$ cat src/rtl/mlp_sched_pkg.sv
// Shared types and sizing helpers for the MLP inference frame scheduler.
package mlp_sched_pkg;

  typedef enum logic [2:0] {IDLE, LAUNCH, WAIT, ARGMAX, HOLD} sched_state_t;

  localparam int DEF_TIMEOUT_CYCLES = 1024;
  localparam int DEF_OUTPUT_SIZE    = 5;

  function automatic int cls_w(input int n);
    return (n < 2) ? 1 : $clog2(n);
  endfunction

  localparam int CLS_W = cls_w(DEF_OUTPUT_SIZE);

endpackage

$ cat src/rtl/seq_argmax.sv
// Sequential argmax over a captured score vector: one signed compare per cycle,
// ties keep the lowest index. done_o pulses on the final compare with index_o valid.
module seq_argmax
  import mlp_sched_pkg::*;
#(
  parameter int WIDTH = 16,
  parameter int N     = 5
) (
  input  logic                      clk,
  input  logic                      reset,
  input  logic                      start_i,
  input  logic [N-1:0][WIDTH-1:0]   vec_i,
  output logic                      done_o,
  output logic [cls_w(N)-1:0]       index_o
);

  localparam int IW = cls_w(N);

  logic                    active_q;
  logic [IW-1:0]           idx_q;
  logic [IW-1:0]           best_q;
  logic signed [WIDTH-1:0] cand;
  logic signed [WIDTH-1:0] lead;

  assign cand    = vec_i[idx_q];
  assign lead    = vec_i[best_q];
  // index_o already folds in this cycle's compare so the last step needs no extra cycle
  assign index_o = (cand > lead) ? idx_q : best_q;
  assign done_o  = active_q && (idx_q == IW'(N - 1));

  always_ff @(posedge clk) begin
    if (!reset) begin
      active_q <= 1'b0;
      idx_q    <= '0;
      best_q   <= '0;
    end else if (start_i) begin
      active_q <= 1'b1;
      idx_q    <= IW'(1);
      best_q   <= '0;
    end else if (active_q) begin
      best_q <= index_o;
      if (done_o) active_q <= 1'b0;
      else        idx_q    <= idx_q + 1'b1;
    end
  end

endmodule

$ cat src/rtl/mlp_inference_scheduler.sv
// Frame-level controller for the jet-tagging MLP: buffers one frame, launches the network,
// waits with a timeout, runs a sequential argmax and hands the result downstream.
module mlp_inference_scheduler
  import mlp_sched_pkg::*;
#(
  parameter int WIDTH          = 16,
  parameter int NFRAC          = 10,
  parameter int INPUT_SIZE     = 16,
  parameter int OUTPUT_SIZE    = 5,
  parameter int TIMEOUT_CYCLES = DEF_TIMEOUT_CYCLES
) (
  input  logic                                clk,
  input  logic                                reset,
  input  logic                                s_valid,
  output logic                                s_ready,
  input  logic [INPUT_SIZE-1:0][WIDTH-1:0]    s_data,
  output logic                                net_start,
  output logic [INPUT_SIZE-1:0][WIDTH-1:0]    net_data,
  input  logic                                net_done,
  input  logic [OUTPUT_SIZE-1:0][WIDTH-1:0]   net_result,
  output logic                                m_valid,
  input  logic                                m_ready,
  output logic [OUTPUT_SIZE-1:0][WIDTH-1:0]   m_data,
  output logic [cls_w(OUTPUT_SIZE)-1:0]       m_class,
  output logic                                m_timeout,
  output logic                                busy,
  output logic [15:0]                         frame_cnt,
  output logic [15:0]                         timeout_cnt,
  output sched_state_t                        dbg_state
);

  localparam int CW     = cls_w(OUTPUT_SIZE);
  localparam int WCNT_W = $clog2(TIMEOUT_CYCLES) + 1;

  if (NFRAC >= WIDTH || OUTPUT_SIZE < 2 || TIMEOUT_CYCLES < 2) begin : g_bad_params
    $error("mlp_inference_scheduler: invalid parameter set");
  end

  sched_state_t                        state_q, state_d;
  logic                                pend_v_q;
  logic [INPUT_SIZE-1:0][WIDTH-1:0]    pend_q;
  logic [INPUT_SIZE-1:0][WIDTH-1:0]    net_data_q;
  logic [WCNT_W-1:0]                   wcnt_q;
  logic [OUTPUT_SIZE-1:0][WIDTH-1:0]   m_data_q;
  logic [CW-1:0]                       m_class_q;
  logic                                m_timeout_q;
  logic [15:0]                         frame_cnt_q;
  logic [15:0]                         timeout_cnt_q;

  logic          accept, capture, expire, handoff;
  logic          am_done;
  logic [CW-1:0] am_index;

  // Both ports transfer on the rising edge where valid && ready; a source never
  // drops valid or changes data while waiting, and ready here never depends on valid.
  assign accept = s_valid && !pend_v_q;

  always_comb begin
    state_d = state_q;
    capture = 1'b0;
    expire  = 1'b0;
    handoff = 1'b0;
    case (state_q)
      IDLE:   if (pend_v_q) state_d = LAUNCH;
      LAUNCH: state_d = WAIT;
      WAIT: begin
        if (net_done) begin
          capture = 1'b1;
          state_d = ARGMAX;
        end else if (wcnt_q == WCNT_W'(TIMEOUT_CYCLES - 1)) begin
          expire  = 1'b1;
          state_d = HOLD;
        end
      end
      ARGMAX: if (am_done) state_d = HOLD;
      HOLD: begin
        if (m_ready) begin
          handoff = 1'b1;
          state_d = IDLE;
        end
      end
      default: state_d = IDLE;
    endcase
  end

  always_ff @(posedge clk) begin
    if (!reset) begin
      state_q       <= IDLE;
      pend_v_q      <= 1'b0;
      pend_q        <= '0;
      net_data_q    <= '0;
      wcnt_q        <= '0;
      m_data_q      <= '0;
      m_class_q     <= '0;
      m_timeout_q   <= 1'b0;
      frame_cnt_q   <= '0;
      timeout_cnt_q <= '0;
    end else begin
      state_q <= state_d;
      if (accept) begin
        pend_q   <= s_data;
        pend_v_q <= 1'b1;
      end
      if (state_q == LAUNCH) begin
        net_data_q <= pend_q;
        pend_v_q   <= 1'b0;
        wcnt_q     <= '0;
      end else if (state_q == WAIT) begin
        wcnt_q <= wcnt_q + 1'b1;
      end
      if (capture) begin
        m_data_q    <= net_result;
        m_timeout_q <= 1'b0;
      end
      if (expire) begin
        m_data_q    <= '0;
        m_class_q   <= '0;
        m_timeout_q <= 1'b1;
        if (timeout_cnt_q != 16'hFFFF) timeout_cnt_q <= timeout_cnt_q + 16'd1;
      end
      if (state_q == ARGMAX && am_done) m_class_q <= am_index;
      if (handoff) frame_cnt_q <= frame_cnt_q + 16'd1;
    end
  end

  seq_argmax #(
    .WIDTH (WIDTH),
    .N     (OUTPUT_SIZE)
  ) u_argmax (
    .clk     (clk),
    .reset   (reset),
    .start_i (capture),
    .vec_i   (m_data_q),
    .done_o  (am_done),
    .index_o (am_index)
  );

  assign s_ready     = !pend_v_q;
  assign net_start   = (state_q == LAUNCH);
  assign net_data    = net_data_q;
  assign m_valid     = (state_q == HOLD);
  assign m_data      = m_data_q;
  assign m_class     = m_class_q;
  assign m_timeout   = m_timeout_q;
  assign busy        = (state_q != IDLE);
  assign frame_cnt   = frame_cnt_q;
  assign timeout_cnt = timeout_cnt_q;
  assign dbg_state   = state_q;

endmodule

$ cat config.mk
export PLATFORM = sky130hd
export DESIGN_NAME = mlp_inference_scheduler
export DESIGN_NICKNAME = d
export VERILOG_FILES = /design/src/rtl/mlp_sched_pkg.sv /design/src/rtl/seq_argmax.sv /design/src/rtl/mlp_inference_scheduler.sv
export SDC_FILE = /design/constraint.sdc
export NUM_CORES = 1
export LEC_CHECK = 0
export ABC_CLOCK_PERIOD_IN_PS = 4300
export BUFFER_PORTS_ARGS = -buffer_cell sky130_fd_sc_hd__buf_4
export CORE_AREA = 2 2 284 286
export DETAILED_ROUTE_END_ITERATION = 8
export DIE_AREA = 0 0 286 288
export PLACE_DENSITY = 0.52
export SLEW_MARGIN = 5
export SYNTH_ARGS = -nofsm -noshare
export SYNTH_HDL_FRONTEND = slang
export SYNTH_HIERARCHICAL = 1
export SYNTH_SLANG_ARGS = --single-unit
$ cat constraint.sdc
create_clock -name clk -period 4.3 [get_ports clk]
set_clock_uncertainty 0.15 [all_clocks]
set_input_delay 0.215 -clock clk [delete_from_list [all_inputs] [get_ports clk]]
set_output_delay 0.215 -clock clk [all_outputs]
set_load 0.03 [all_outputs]
==> reports/results.ini, run 1 <==
[clock_network]
ctsHtreeMaxLevel = 3
clock_sinks = 650
cts_resized = 0
clkSlewWorstSetupHoldPaths_ns = 0.06
clockBufferDepth = 3
clkLatencyLatePin_ns = 0.63
cts_tree = yes
cts_buffers = 77
ctsRootBufferMaster = clkbuf_16

[layout]
syn2layout_area_growth_pct = 51.2
fillers = 8042
layout-drive-gt1-share_pct = 22.6
final_core_util_pct = 46.4
stdcell_area_mm2 = 0.0370
final_net_count = 4401

[pwr]
p_leak_nw = 14.8
power_frac_seq_pct = 38.0
total_power_mw = 18.1
switching_power_mw = 5.99
pwr-share-comb_pct = 24.2
power.density_mw_per_mm2 = 490
power_frac_clock_pct = 37.9
max-vdd-ir-drop_v = 0.000333
swShare_pct = 33.1
p_int_mw = 12.1

[sta]
finalHoldViolations = 0
fin_crit_sh_pct = 89.7
finalSetupTns_ns = 0
grt_setup_unrepaired = no
worst_slew_margin_rel_pct = 12.0
clock.fmax_ghz = 0.259
maxSlewViolCount = 0
worst_slew_pin_slew_ns = 1.32
holdWs_ns = 0.225
min_period_ns = 3.86
finalSetupViolCount = 0

[synth]
synth_edf_count = 0
synth_warnings = 6
synth_async_sr_flop_share_pct = 0
synthCells = 3079
synth.yosys.seq_area_share_pct = 53.2
syn_avg_cell_area_um2 = 7.94
synth_ff_type = dfxtp_1
netlist_area_mm2 = 0.0245
syn-num-nets = 3441
ys_seq_elements = 650
synth.distinct_cells = 62

[status]
status = complete, no violations

[hold_path]
hold_end = pend_q[226]$_SDFFE_PN0P_
hold_depth = 4
hp-start = s_data[226]
hold_class = input port to register

[global_routing]
grt_pass1_wl_um = 137000
grt_overflow = 0
grt_max_degree = 173
grt_use_total_pct = 21.1
antenna_found_initial = 11
grt_pass1_vias = 22700

[floorplan]
core_area_mm2 = 0.0796
row_count = 104
fp.dieH_um = 288
die_x_um = 286
dieArea_mm2 = 0.0824
initial_core_util_pct = 30.7
pin_count = 720

[drt]
drt_wl_total_um = 91700
detailroute.via_count = 24300
via_per_inst = 4.71
drtIter0Drc = 1529
ant_nets = 0
drt_pass1_iterations = 6
drc_errors = 0
wl_per_cell_um = 17.8

[worst_setup_path]
cp.arrival_ns = 4.18
r2r_slack_ns = 0.44
cp-end-kind = register
critical_path_class = register to register
crit_path_start_kind = register
rr_endpoint = m_class[2]$_SDFFE_PN0P_
path_max_fanout = 16
crit_required_ns = 4.62
rr_worst_depth = 12
rr_startpoint = u_argmax/idx_q[2]$_SDFFE_PP0P_

[placed_design]
dp_hpwl_um = 61300
gp_congestion = 0.895
placed_area_mm2 = 0.0308
port_buffers = 719

[job]
drv_cap = 0

==> through the flow <==
stage	cells	worst slack [ns]
finish	5164	0.441
floorplan	3079	0.825
global route	5162	0.167
detailed placement	4670	0.446
CTS	5160	0.418
global placement	4670	0.461
==> Yosys cell counts (2+ instances only) <==
cell      number  area (um2)
a21o_1         2        15.0
a21oi_1      634        3170
a22o_1        15         131
and2_1         2        12.5
and2b_2        2        17.5
and3_1        10        62.6
and4_1         8        70.1
buf_1         15        56.3
buf_2         17        85.1
clkbuf_1     193         724
clkinv_1       2        7.51
dfxtp_1      650       13000
ha_1          21         263
inv_1          6        22.5
mux2_1         3        33.8
mux2i_1       40         400
mux4_2        16         360
nand2_1     1219        4580
nand2b_1      12        75.1
nand3_1       21         105
nand4_1       16         100
nor2_1        58         218
nor2b_1        7        43.8
nor3_1         9        45.0
nor3_2         2        20.0
nor4_1         4        25.0
o211ai_1       4        30.0
o21a_1         3        22.5
o21ai_0       10        50.1
o22a_1        15         131
o31ai_1        3        22.5
or3_1          7        43.8
xnor2_1        9        78.8
xor2_1        16         140
==> final cells by class <==
| cell class | count | area (um2) | area share, % |
|---|---|---|---|
| clock inverters | 32 | 463 | 1.25 |
| clock buffers | 108 | 2230 | 6.04 |
| repair buffers | 1107 | 9310 | 25.2 |
| flip-flops and latches | 650 | 13000 | 35.2 |
| inverters | 9 | 48.8 | 0.132 |
| multi-input cells | 2194 | 10600 | 28.6 |
| well taps | 1060 | 1330 | 3.59 |
| diodes | 4 | 10.0 | 0.0271 |
==> power groups by stage <==
| stage | combinational [mW] | clock, mW | sequential [mW] |
|---|---|---|---|
| 2_1_floorplan | 2.07 | 0 | 7.44 |
| 3_3_place_gp | 4.16 | 0 | 6.99 |
| 3_5_place_dp | 4.17 | 0 | 7.00 |
| 4_1_cts | 4.46 | 7.06 | 6.87 |
| 5_1_grt | 4.77 | 7.30 | 6.94 |
| 6_report | 4.38 | 6.86 | 6.88 |
==> per-layer routing <==
layer	track usage, %	vias up	share of wire, %
met5	0	-	0.12
met4	7.80	16	3.5
met3	5.59	174	7.1
met2	34.1	704	47
met1	26.9	11400	42
li1	-	12000	-
==> cell families (layout without fill, tap and decap cells) <==
family / after synthesis / count (layout) / synth area share [%]
and+or+nand+nor: 1391 / 1391 / 22.8
AOI/OAI and AO/OA: 698 / 698 / 15.0
DFF: 650 / 650 / 53.2
buffers and inverters: 235 / 1256 / 3.71
muxes: 59 / 59 / 3.25
xor gates and xnor gates: 25 / 25 / 0.895
adders and majority gates: 21 / 21 / 1.07
other: 0 / 4 / 0
==> layout by cell type (no fill, tap or decap), types with 16 or more instances in the layout <==
master and n:
nand2_1 1216, ha_1 21, a21oi_1 634, xor2_1 16, clkbuf_8 19, dfxtp_1 650
buf_4 747, nor2_1 58, mux4_2 16, nand3_1 21, nand4_1 16, clkbuf_16 77
dlygate4sd3_1 350, mux2i_1 40
==> what timing repair did <==
action,in CTS,in global routing
hold endpoints to repair,360,0
hold buffers,350,0
setup buffers,0,0
setup endpoints to repair,0,0
==> critical path, cell delays in order, from the launching register on <==
cell      delay, ns
dfxtp_1        0.42
clkinv_1       0.12
nor3_2         0.87
a22o_1         0.28
ha_1           0.24
nor2b_1        0.13
o211a_1        0.23
o21a_1         0.22
nor4_2         0.45
nor2_2         0.13
mux2_1         0.33
nand2_1        0.06
a21oi_1        0.06
==> how the worst max path moves through the flow <==
stage | from | end | slack (ns) | depth (start not counted)
after floorplan | u_argmax/best_q[0]$_SDFFE_PP0P_ | m_class[0]$_SDFFE_PN0P_ | 0.83 | 15
after global placement | u_argmax/idx_q[2]$_SDFFE_PP0P_ | m_class[2]$_SDFFE_PN0P_ | 0.46 | 12
after detailed placement | u_argmax/idx_q[2]$_SDFFE_PP0P_ | m_class[2]$_SDFFE_PN0P_ | 0.45 | 12
after CTS | u_argmax/idx_q[2]$_SDFFE_PP0P_ | m_class[2]$_SDFFE_PN0P_ | 0.42 | 12
after global routing | u_argmax/idx_q[2]$_SDFFE_PP0P_ | m_class[1]$_SDFFE_PN0P_ | 0.17 | 12
final | u_argmax/idx_q[2]$_SDFFE_PP0P_ | m_class[2]$_SDFFE_PN0P_ | 0.44 | 12
==> flip-flops by register name (all words and copies together) (netlist names) <==
signal,count
timeout_cnt,16
dbg_state,3
net_data,256
u_argmax/idx_q,3
u_argmax/best_q,3
frame_cnt,16
m_timeout,1
pend_q,256
pend_v_q,1
m_data,80
wcnt_q,11
u_argmax/active_q,1
m_class,3
(Power assumes the default switching activity.)
==> run 2: changes to the inputs <==
--- a/config.mk
+++ b/config.mk
@@ -12,4 +12,4 @@
 export DIE_AREA = 0 0 286 288
-export PLACE_DENSITY = 0.52
-export SLEW_MARGIN = 5
+export PLACE_DENSITY = 0.59
+export SLEW_MARGIN = 20
 export SYNTH_ARGS = -nofsm -noshare
==> constraint.sdc (replaced) <==
create_clock -name clk -period 4.3 [get_ports clk]
set_clock_uncertainty 0.15 [all_clocks]
set_input_delay 0.645 -clock clk [delete_from_list [all_inputs] [get_ports clk]]
set_output_delay 0.645 -clock clk [all_outputs]
set_load 0.03 [all_outputs]
==> reports/results.ini, run 2 (synthesized netlist as in run 1, its figures left out) <==
[sta]
finalHoldViolations = 0  ; unchanged
grt_setup_unrepaired = no  ; unchanged
min_period_ns = 3.66  ; was 3.86 ns
finalSetupViolCount = 0  ; unchanged
maxSlewViolCount = 0  ; unchanged
clock.fmax_ghz = 0.273  ; was 0.259 GHz
finalSetupTns_ns = 0  ; unchanged
worst_slew_margin_rel_pct = 33.0  ; was 12.0%
fin_crit_sh_pct = 85.2  ; was 89.7%
worst_slew_pin_slew_ns = 1.00  ; was 1.32 ns

[floorplan]
die_x_um = 286  ; unchanged
core_area_mm2 = 0.0796  ; unchanged
row_count = 104  ; unchanged
dieArea_mm2 = 0.0824  ; unchanged
initial_core_util_pct = 30.7  ; unchanged
pin_count = 720  ; unchanged
fp.dieH_um = 288  ; unchanged

[placed_design]
port_buffers = 719  ; unchanged
gp_congestion = 0.905  ; was 0.895
dp_cells = 4675  ; was 4670
dp_hpwl_um = 59600  ; was 61300 um
placed_area_mm2 = 0.0308  ; about the same

[clock_network]
clkSlewWorstSetupHoldPaths_ns = 0.06  ; about the same
post_cts_buffers = 0  ; unchanged
cts_buffers = 74  ; was 77
ctsHtreeMaxLevel = 3  ; unchanged
clockBufferDepth = 3  ; unchanged
cts_hold_buf = 0  ; was 350
cts_tree = yes  ; unchanged
cts_resized = 0  ; unchanged
clock_sinks = 650  ; unchanged
ctsRootBufferMaster = clkbuf_16  ; unchanged
clkLatencyLatePin_ns = 0.64  ; was 0.63 ns

[global_routing]
grt_use_total_pct = 19.7  ; was 21.1%
antenna_found_initial = 11  ; unchanged
grt_pass1_vias = 21100  ; was 22700
grt_pass1_wl_um = 127000  ; was 137000 um
grt_overflow = 0  ; unchanged
grt_max_degree = 157  ; was 173

[drt]
drt_pass1_iterations = 5  ; was 6
detailroute.via_count = 22800  ; was 24300
drc_errors = 0  ; unchanged
wl_per_cell_um = 17.9  ; was 17.8 um
drt_wl_total_um = 86200  ; was 91700 um
ant_nets = 0  ; unchanged
drtIter0Drc = 1174  ; was 1529
via_per_inst = 4.75  ; was 4.71

[status]
status = complete, no violations  ; unchanged

[layout]
final_core_util_pct = 41.8  ; was 46.4%
final_cell_mix = 1216 x nand2_1, 750 x buf_4, 650 x dfxtp_1, 634 x a21oi_1, 74 x clkbuf_16  ; was 1216 x nand2_1, 747 x buf_4, 650 x dfxtp_1, 634 x a21oi_1, 350 x dlygate4sd3_1
layout-drive-gt1-share_pct = 24.6  ; was 22.6%
syn2layout_area_growth_pct = 36.2  ; was 51.2%
final_net_count = 4053  ; was 4401
fin_cells = 4811  ; was 5164
final_common_cell = nand2_1  ; unchanged
stdcell_area_mm2 = 0.0333  ; was 0.0370 mm2

[worst_setup_path]
critical_path_class = register to register  ; unchanged
cp.arrival_ns = 3.97  ; was 4.18 ns
crit_required_ns = 4.60  ; was 4.62 ns
path_max_fanout = 11  ; was 16
crit_path_start_kind = register  ; unchanged
cp-end-kind = register  ; unchanged

[job]
drv_cap = 0  ; unchanged

[pwr]
p_int_mw = 11.5  ; was 12.1 mW
p_leak_nw = 13.3  ; was 14.8 nW
pwr-share-comb_pct = 23.6  ; was 24.2%
switching_power_mw = 5.82  ; was 5.99 mW
max-vdd-ir-drop_v = 0.000333  ; about the same
swShare_pct = 33.6  ; was 33.1%
power_frac_clock_pct = 36.6  ; was 37.9%
power_frac_seq_pct = 39.7  ; was 38.0%
power.density_mw_per_mm2 = 519  ; was 490 mW/mm2

[hold_path]
hold_class = input port to register  ; unchanged

==> run 2: cell types whose count changed in the layout (fill, tap and decap cells not counted), sizes merged <==
cell         previous run  this run
dlygate4sd3           350         0
clkinvlp                3         2
bufinv                  7         2
clkinv                 20        22
clkbuf                108       104
buf                   757       762
==> run 2: per-layer routing <==
| metal | vias up | share of wire (%) | track usage, % |
|---|---|---|---|
| met1 | 10700 | 41 | 24.1 |
| met3 | 150 | 8.4 | 6.41 |
| met2 | 643 | 48 | 32.5 |
| met4 | 14 | 2.9 | 6.99 |
| met5 | - | 0.10 | 0 |
| li1 | 11400 | - | - |
==> run 2: area by class of cell <==
cell class	instances	area [um2]
diodes	4	10.0
multi-input cells	2194	10600
repair buffers	762	5870
well taps	1060	1330
clock buffers	104	2140
fillers	8254	46300
inverters	9	48.8
flip-flops and latches	650	13000
clock inverters	28	330
==> run 2: stage by stage <==
step	power (mW)	hold WS (ns)	setup WS [ns]
2_1_floorplan	9.51	0.282	0.825
3_3_place_gp	11.1	0.287	0.522
3_5_place_dp	11.2	0.292	0.428
4_1_cts	17.6	0.0603	0.405
5_1_grt	18.1	0.0838	0.402
6_report	17.3	0.102	0.635
==> run 2: worst max-delay path: stages, from the launching register on <==
cell and delay [ns]:
dfxtp_1 0.39, buf_4 0.29, mux4_2 0.54, a22o_1 0.25
ha_1 0.45, nand4_4 0.16, nor2_1 0.16, a21oi_1 0.11
a311oi_2 0.45, nor2_2 0.11, mux2_1 0.32, nand2_1 0.06
a21oi_1 0.06
==> run 2: worst paths after layout <==
path              cells after the start  slack [ns]                         to                           start
setup / recovery                     12        0.64    m_class[0]$_SDFFE_PN0P_  u_argmax/idx_q[0]$_SDFFE_PN0P_
hold / removal                        3        0.10   pend_q[179]$_SDFFE_PN0P_                     s_data[179]
setup reg to reg                     12        0.64    m_class[0]$_SDFFE_PN0P_  u_argmax/idx_q[0]$_SDFFE_PN0P_
hold reg to reg                       2        0.28  net_data[60]$_SDFFE_PN0P_         pend_q[60]$_SDFFE_PN0P_
==> run 2: power groups by stage <==
stage          Sequential [mW]  Combinational [mW]  Clock [mW]
5_1_grt                   6.93                4.46        6.76
3_3_place_gp              6.98                4.14           0
3_5_place_dp              7.00                4.16           0
4_1_cts                   6.87                4.17        6.52
2_1_floorplan             7.44                2.07           0
6_report                  6.87                4.09        6.34
